**src/rtl/fp_add_subt_unit.sv**
```systemverilog
// Multi-cycle IEEE-754 adder/subtractor for the CORDIC coprocessor: IDLE -> ALIGN -> ADD -> NORM
// -> ROUND -> DONE, round-to-nearest-even, denormals flushed, saturating overflow/underflow.
module fp_add_subt_unit #(
    parameter int unsigned W  = 32,
    parameter int unsigned EW = 8,
    parameter int unsigned SW = 23
) (
    input  logic         clk,
    input  logic         reset,
    input  logic         beg_add_subt,
    input  logic         ack_add_subt,
    input  logic         add_subt,
    input  logic [W-1:0] Data_X,
    input  logic [W-1:0] Data_Y,
    output logic         ready_add_subt,
    output logic [W-1:0] add_subt_result,
    output logic         overflow_flag,
    output logic         underflow_flag
);

    localparam int unsigned MW = SW + 4;  // hidden bit, fraction, guard, round, sticky
    localparam int unsigned XW = EW + 2;  // signed working exponent
    localparam logic [EW-1:0]        ShiftMax = EW'(SW + 3);
    localparam logic signed [XW-1:0] ExpMax   = XW'((1 << EW) - 1);
    localparam logic signed [XW-1:0] One      = XW'(1);
    localparam logic [W-1:0]         QNan     = {1'b0, {EW{1'b1}}, 1'b1, {(SW-1){1'b0}}};

    typedef enum logic [2:0] {StIdle, StAlign, StAdd, StNorm, StRound, StDone} state_e;

    state_e                state_q;
    logic                  sx_q, sy_q, ix_q, iy_q, nx_q, ny_q;
    logic [EW-1:0]         ex_q, ey_q;
    logic [SW:0]           fx_q, fy_q;
    logic                  sign_q, eff_sub_q, zero_q;
    logic signed [XW-1:0]  exp_q;
    logic [MW-1:0]         ma_q, mb_q;
    logic [MW:0]           sum_q;

    function automatic logic [XW-1:0] lzc(input logic [MW-1:0] v);
        logic [XW-1:0] n;
        n = XW'(MW);
        for (int i = 0; i < MW; i++) begin
            if (v[i]) n = XW'(MW - 1 - i);
        end
        return n;
    endfunction

    logic                 start;
    logic [EW-1:0]        ux_e, uy_e;
    logic [SW-1:0]        ux_f, uy_f;
    logic                 x_ge_y, big_s;
    logic [EW-1:0]        big_e, small_e, diff;
    logic [SW:0]          big_f, small_f;
    logic [MW-1:0]        small_ext, shifted;
    logic [MW:0]          sum_d;
    logic [XW-1:0]        lz;
    logic [MW-1:0]        norm_m;
    logic signed [XW-1:0] norm_e, exp_r;
    logic                 round_up;
    logic [SW+1:0]        rnd;
    logic [SW-1:0]        frac;
    logic [W-1:0]         res_d;
    logic                 ovf_d, unf_d;

    always_comb begin
        start = beg_add_subt && (state_q == StIdle || state_q == StDone);
        ux_e  = Data_X[W-2:SW];
        uy_e  = Data_Y[W-2:SW];
        ux_f  = Data_X[SW-1:0];
        uy_f  = Data_Y[SW-1:0];

        // Alignment: the larger magnitude keeps its significand, the smaller is shifted down.
        x_ge_y    = {ex_q, fx_q} >= {ey_q, fy_q};
        big_s     = x_ge_y ? sx_q : sy_q;
        big_e     = x_ge_y ? ex_q : ey_q;
        small_e   = x_ge_y ? ey_q : ex_q;
        big_f     = x_ge_y ? fx_q : fy_q;
        small_f   = x_ge_y ? fy_q : fx_q;
        diff      = big_e - small_e;
        small_ext = {small_f, 3'b000};
        if (diff >= ShiftMax) begin
            shifted = {{(MW-1){1'b0}}, |small_f};
        end else begin
            shifted    = small_ext >> diff;
            shifted[0] = shifted[0] | (|(small_ext & ~({MW{1'b1}} << diff)));
        end

        sum_d = eff_sub_q ? ({1'b0, ma_q} - {1'b0, mb_q}) : ({1'b0, ma_q} + {1'b0, mb_q});

        lz = lzc(sum_q[MW-1:0]);
        if (sum_q[MW]) begin
            norm_m = {sum_q[MW:2], sum_q[1] | sum_q[0]};
            norm_e = exp_q + One;
        end else begin
            norm_m = sum_q[MW-1:0] << lz;
            norm_e = exp_q - $signed(lz);
        end

        round_up = ma_q[2] & (ma_q[1] | ma_q[0] | ma_q[3]);
        rnd      = {1'b0, ma_q[MW-1:3]} + {{(SW+1){1'b0}}, round_up};
        exp_r    = rnd[SW+1] ? exp_q + One : exp_q;
        frac     = rnd[SW+1] ? rnd[SW:1] : rnd[SW-1:0];

        ovf_d = 1'b0;
        unf_d = 1'b0;
        if (nx_q || ny_q || (ix_q && iy_q && (sx_q != sy_q))) begin
            res_d = QNan;
        end else if (ix_q || iy_q) begin
            res_d = {ix_q ? sx_q : sy_q, {EW{1'b1}}, {SW{1'b0}}};
        end else if (zero_q) begin
            // Only -0 + -0 keeps the negative sign; any other exact zero is +0.
            res_d = {sx_q & sy_q, {(W-1){1'b0}}};
        end else if (exp_r >= ExpMax) begin
            res_d = {sign_q, {EW{1'b1}}, {SW{1'b0}}};
            ovf_d = 1'b1;
        end else if (exp_r[XW-1] || exp_r == '0) begin
            res_d = {sign_q, {(W-1){1'b0}}};
            unf_d = 1'b1;
        end else begin
            res_d = {sign_q, exp_r[EW-1:0], frac};
        end
    end

    always_ff @(posedge clk or negedge reset) begin
        if (!reset) begin
            state_q         <= StIdle;
            ready_add_subt  <= 1'b0;
            add_subt_result <= '0;
            overflow_flag   <= 1'b0;
            underflow_flag  <= 1'b0;
            sx_q            <= 1'b0;
            sy_q            <= 1'b0;
            ix_q            <= 1'b0;
            iy_q            <= 1'b0;
            nx_q            <= 1'b0;
            ny_q            <= 1'b0;
            ex_q            <= '0;
            ey_q            <= '0;
            fx_q            <= '0;
            fy_q            <= '0;
            sign_q          <= 1'b0;
            eff_sub_q       <= 1'b0;
            zero_q          <= 1'b0;
            exp_q           <= '0;
            ma_q            <= '0;
            mb_q            <= '0;
            sum_q           <= '0;
        end else begin
            if (start) begin
                sx_q           <= Data_X[W-1];
                sy_q           <= Data_Y[W-1] ^ add_subt;
                ex_q           <= ux_e;
                ey_q           <= uy_e;
                fx_q           <= (ux_e != '0) ? {1'b1, ux_f} : '0;
                fy_q           <= (uy_e != '0) ? {1'b1, uy_f} : '0;
                ix_q           <= (ux_e == '1) && (ux_f == '0);
                iy_q           <= (uy_e == '1) && (uy_f == '0);
                nx_q           <= (ux_e == '1) && (ux_f != '0);
                ny_q           <= (uy_e == '1) && (uy_f != '0);
                ready_add_subt <= 1'b0;
                state_q        <= StAlign;
            end else begin
                unique case (state_q)
                    StIdle: ;
                    StAlign: begin
                        sign_q    <= big_s;
                        exp_q     <= $signed({2'b00, big_e});
                        ma_q      <= {big_f, 3'b000};
                        mb_q      <= shifted;
                        eff_sub_q <= sx_q ^ sy_q;
                        state_q   <= StAdd;
                    end
                    StAdd: begin
                        sum_q   <= sum_d;
                        state_q <= StNorm;
                    end
                    StNorm: begin
                        ma_q    <= norm_m;
                        exp_q   <= norm_e;
                        zero_q  <= (sum_q == '0);
                        state_q <= StRound;
                    end
                    StRound: begin
                        add_subt_result <= res_d;
                        overflow_flag   <= ovf_d;
                        underflow_flag  <= unf_d;
                        ready_add_subt  <= 1'b1;
                        state_q         <= StDone;
                    end
                    StDone: begin
                        if (ack_add_subt) begin
                            ready_add_subt <= 1'b0;
                            state_q        <= StIdle;
                        end
                    end
                    default: state_q <= StIdle;
                endcase
            end
        end
    end

endmodule

```
**config.mk**
```make
export PLATFORM = sky130hd
export DESIGN_NAME = fp_add_subt_unit
export DESIGN_NICKNAME = d
export VERILOG_FILES = /design/src/rtl/fp_add_subt_unit.sv
export SDC_FILE = /design/constraint.sdc
export NUM_CORES = 1
export LEC_CHECK = 0
export ABC_CLOCK_PERIOD_IN_PS = 13850
export BUFFER_PORTS_ARGS = -buffer_cell sky130_fd_sc_hd__buf_2
export CORE_ASPECT_RATIO = 0.5
export CORE_MARGIN = 2
export CORE_UTILIZATION = 60
export CTS_CLUSTER_DIAMETER = 200
export DETAILED_ROUTE_END_ITERATION = 6
export GPL_TIMING_DRIVEN = 0
export PLACE_DENSITY = 0.77
export SYNTH_ARGS = -nofsm -noshare
export SYNTH_HDL_FRONTEND = slang
export SYNTH_SLANG_ARGS = --single-unit
```
**constraint.sdc**
```tcl
create_clock -name clk -period 13.85 [get_ports clk]
set_input_delay 2.77 -clock clk [delete_from_list [all_inputs] [get_ports clk]]
set_output_delay 2.77 -clock clk [all_outputs]
set_load 0.01 [all_outputs]
```
==> impl_metrics.ini <==
[grt]
grt_max_degree = 108
antenna_found_initial = 0
grt_pass1_wl_um = 88100
grtUsageTotal_pct = 40.6
gr-total-overflow = 0
grt_pass1_vias = 14812

[critical_path]
slowest_stage = clkbuf_1
critical_path_required_ps = 14270
r2r_cells = 25
crit_family = buffers and inverters
endpoint_kind = flip-flop
path_class = reg2reg
slowest_delay_ps = 540
critPathLaunchType = flip-flop
worst-path-buf-inv = 11
critPathMaxFanout = 10
timing.rr.start = fy_q[23]
endpoint = mb_q[2]
r2r_slack_ps = 6770
crit_cells = 25
cp.arrival_ps = 7500
startpoint = fy_q[23]
r2r-end = mb_q[2]

[placement]
pre_cts_slack_ps = 7000
io_buffers = 103
gp_congestion = 1.05
place_hpwl_um = 45000

[routing]
ant_nets = 0
met1_length_um = 24500
drcViolationCount = 0
routedWlPerCell_um = 23.6
vias = 16318
totalWireLength_um = 57700
via_per_inst = 6.68
first_pass_iters = 6
route.met3.wl_um = 7270
drt_iter0_markers = 2019
wl_met2_um = 24000
highest_layer = met4

[clocking]
cts_buffer_depth = 3
cts_setup_buffers = 0
cts_root_buf = clkbuf_16
htreeDepth = 1
path_clk_slew_ps = 70
clock_latency_ps = 520
hold_buffers = 0
post_cts_resized = 0
cts_buffers = 21
tritoncts = done
cts_sinks = 203

[synthesis]
syn-cell-area_um2 = 16000
syn_nets = 2090
ys_ff_latch = 203
synth.distinct_cells = 82
syn-instance-count = 1950
synth_edf_count = 0
synthArstFlopShare_pct = 100
ys_seq_area_share_pct = 31.7
ys.flop_type = dfrtp_1
yosysWarnings = 0
avgSynthCellArea_um2 = 8.22

[timing]
finalMaxSlewViolations = 0
finalCriticalPeriod_ps = 7080
setup_violations = 0
slew_headroom_pct = 17.2
worst_hold_slack_ps = 483
max_clock_freq_ghz = 0.141
finClkSkew_ps = 17.3
finalCritPeriodShare_pct = 51.1
fin_setup_tns_ps = 0
tightest_slew_ps = 1240
hold_violations = 0
grt_setup_unrepaired = false
setup_ws_ps = 6770

[floorplan]
rows = 42
die_area_um2 = 28100
core_um2 = 26300
ioPinCount = 104
fp.dieH_um = 120
initial_core_util_pct = 60.9
fp.dieW_um = 235

[flow_run]
cap_violations = 0

[layout]
layout-drive-gt1-share_pct = 10.8
finish.net_count = 2217
final_util_pct = 67.5
antenna_cells = 0
area_growth_pct = 10.9

[run_status]
status = finished, final reports clean

[min_path]
hp-class = reg2reg
## kinds of logic after synthesis
family	share of synthesized area, %
AOI/OAI and AO/OA	24.0
xor gates and xnor gates	4.86
adders and majority gates	5.70
buffers and inverters	5.09
DFF	31.7
muxes	10.5
and+or+nand+nor	18.1
## cell usage in the layout, fill, tap and decap left out, drive strengths merged, types with 48 or more instances in the layout
master  synthesis  layout
buf            44     148
inv            77      80
nand3          48      48
xnor2          58      58
mux2i         113     113
nand2         238     238
nor2          163     163
a21oi         144     144
clkbuf         81     104
o21ai         160     160
a22o           57      57
dfrtp         203     203
ha             69      69
## stage by stage
step | std cells | instance area [um2]
floorplan | 1950 | 16000
global placement | 2405 | 17000
detailed placement | 2406 | 17000
CTS | 2443 | 17800
global route | 2443 | 17800
finish | 2443 | 17800
## worst register-to-register path, stage by stage, from the launching register on
cell and delay (ps):
dfrtp_1 480, inv_1 100, ha_1 330, a211oi_1 240
o21ai_0 150, o21ai_0 220, nand2_1 160, o31ai_4 360
buf_6 240, buf_2 260, buf_2 250, buf_2 290
clkbuf_1 500, buf_2 410, nor2_1 90, a21oi_1 140
ha_1 280, clkbuf_1 270, inv_2 260, clkbuf_1 460
clkbuf_1 540, mux2i_1 380, nand2_1 100, a21oi_1 160
a31oi_1 80, o31ai_1 230
## worst min-delay path by stage
stage,start,to,slack [ps],cells past startpoint
finish,add_subt_result[8],add_subt_result[8],480,2
global route,add_subt_result[21],add_subt_result[21],510,2
CTS,add_subt_result[7],add_subt_result[7],480,2
detailed placement,add_subt_result[7],add_subt_result[7],470,2
global placement,add_subt_result[11],add_subt_result[11],460,2
floorplan,ny_q,ny_q,440,2
## synth_stat cells (22+ instances only)
cell / number / area [um2]
o21ai_0: 158 / 791
dfrtp_1: 203 / 5080
nor3_1: 41 / 205
a21o_1: 26 / 195
nor4_1: 28 / 175
a22o_1: 57 / 499
nand3_1: 48 / 240
inv_1: 74 / 278
mux2i_1: 113 / 1130
clkbuf_1: 81 / 304
xor2_1: 31 / 272
nand4_1: 25 / 156
a21oi_1: 144 / 721
a31oi_1: 30 / 188
mux2_2: 34 / 383
ha_1: 69 / 863
o22ai_1: 22 / 138
xnor2_1: 58 / 508
nand2_1: 238 / 893
nor2_1: 163 / 612
## area by class of cell
type,count,area [um2]
Buffer,125,527
Timing Repair Buffer,104,553
Fill cell,2319,8550
Inverter,77,289
Tap cell,352,440
Clock buffer,23,543
Clock inverter,14,213
Sequential cell,203,5080
Multi-Input combinational cell,1545,10100
## metal layers
metal / track usage, % / vias up
li1: - / 7386
met5: 0 / -
met2: 59.1 / 930
met1: 58.3 / 7854
met4: 13.3 / 0
met3: 11.2 / 148
## sequential cells by signal, indices dropped and copies added, names as in the netlist, 3 cells and up
name and cells:
add_subt_result 32, state_q 3, ey_q 8, fy_q 24
ex_q 8, ma_q 27, exp_q 10, mb_q 27
sum_q 28, fx_q 24
Power is left out: the tool's default activity adds up to more than one toggle a clock period on the data nets, which glitch-free logic cannot reach.
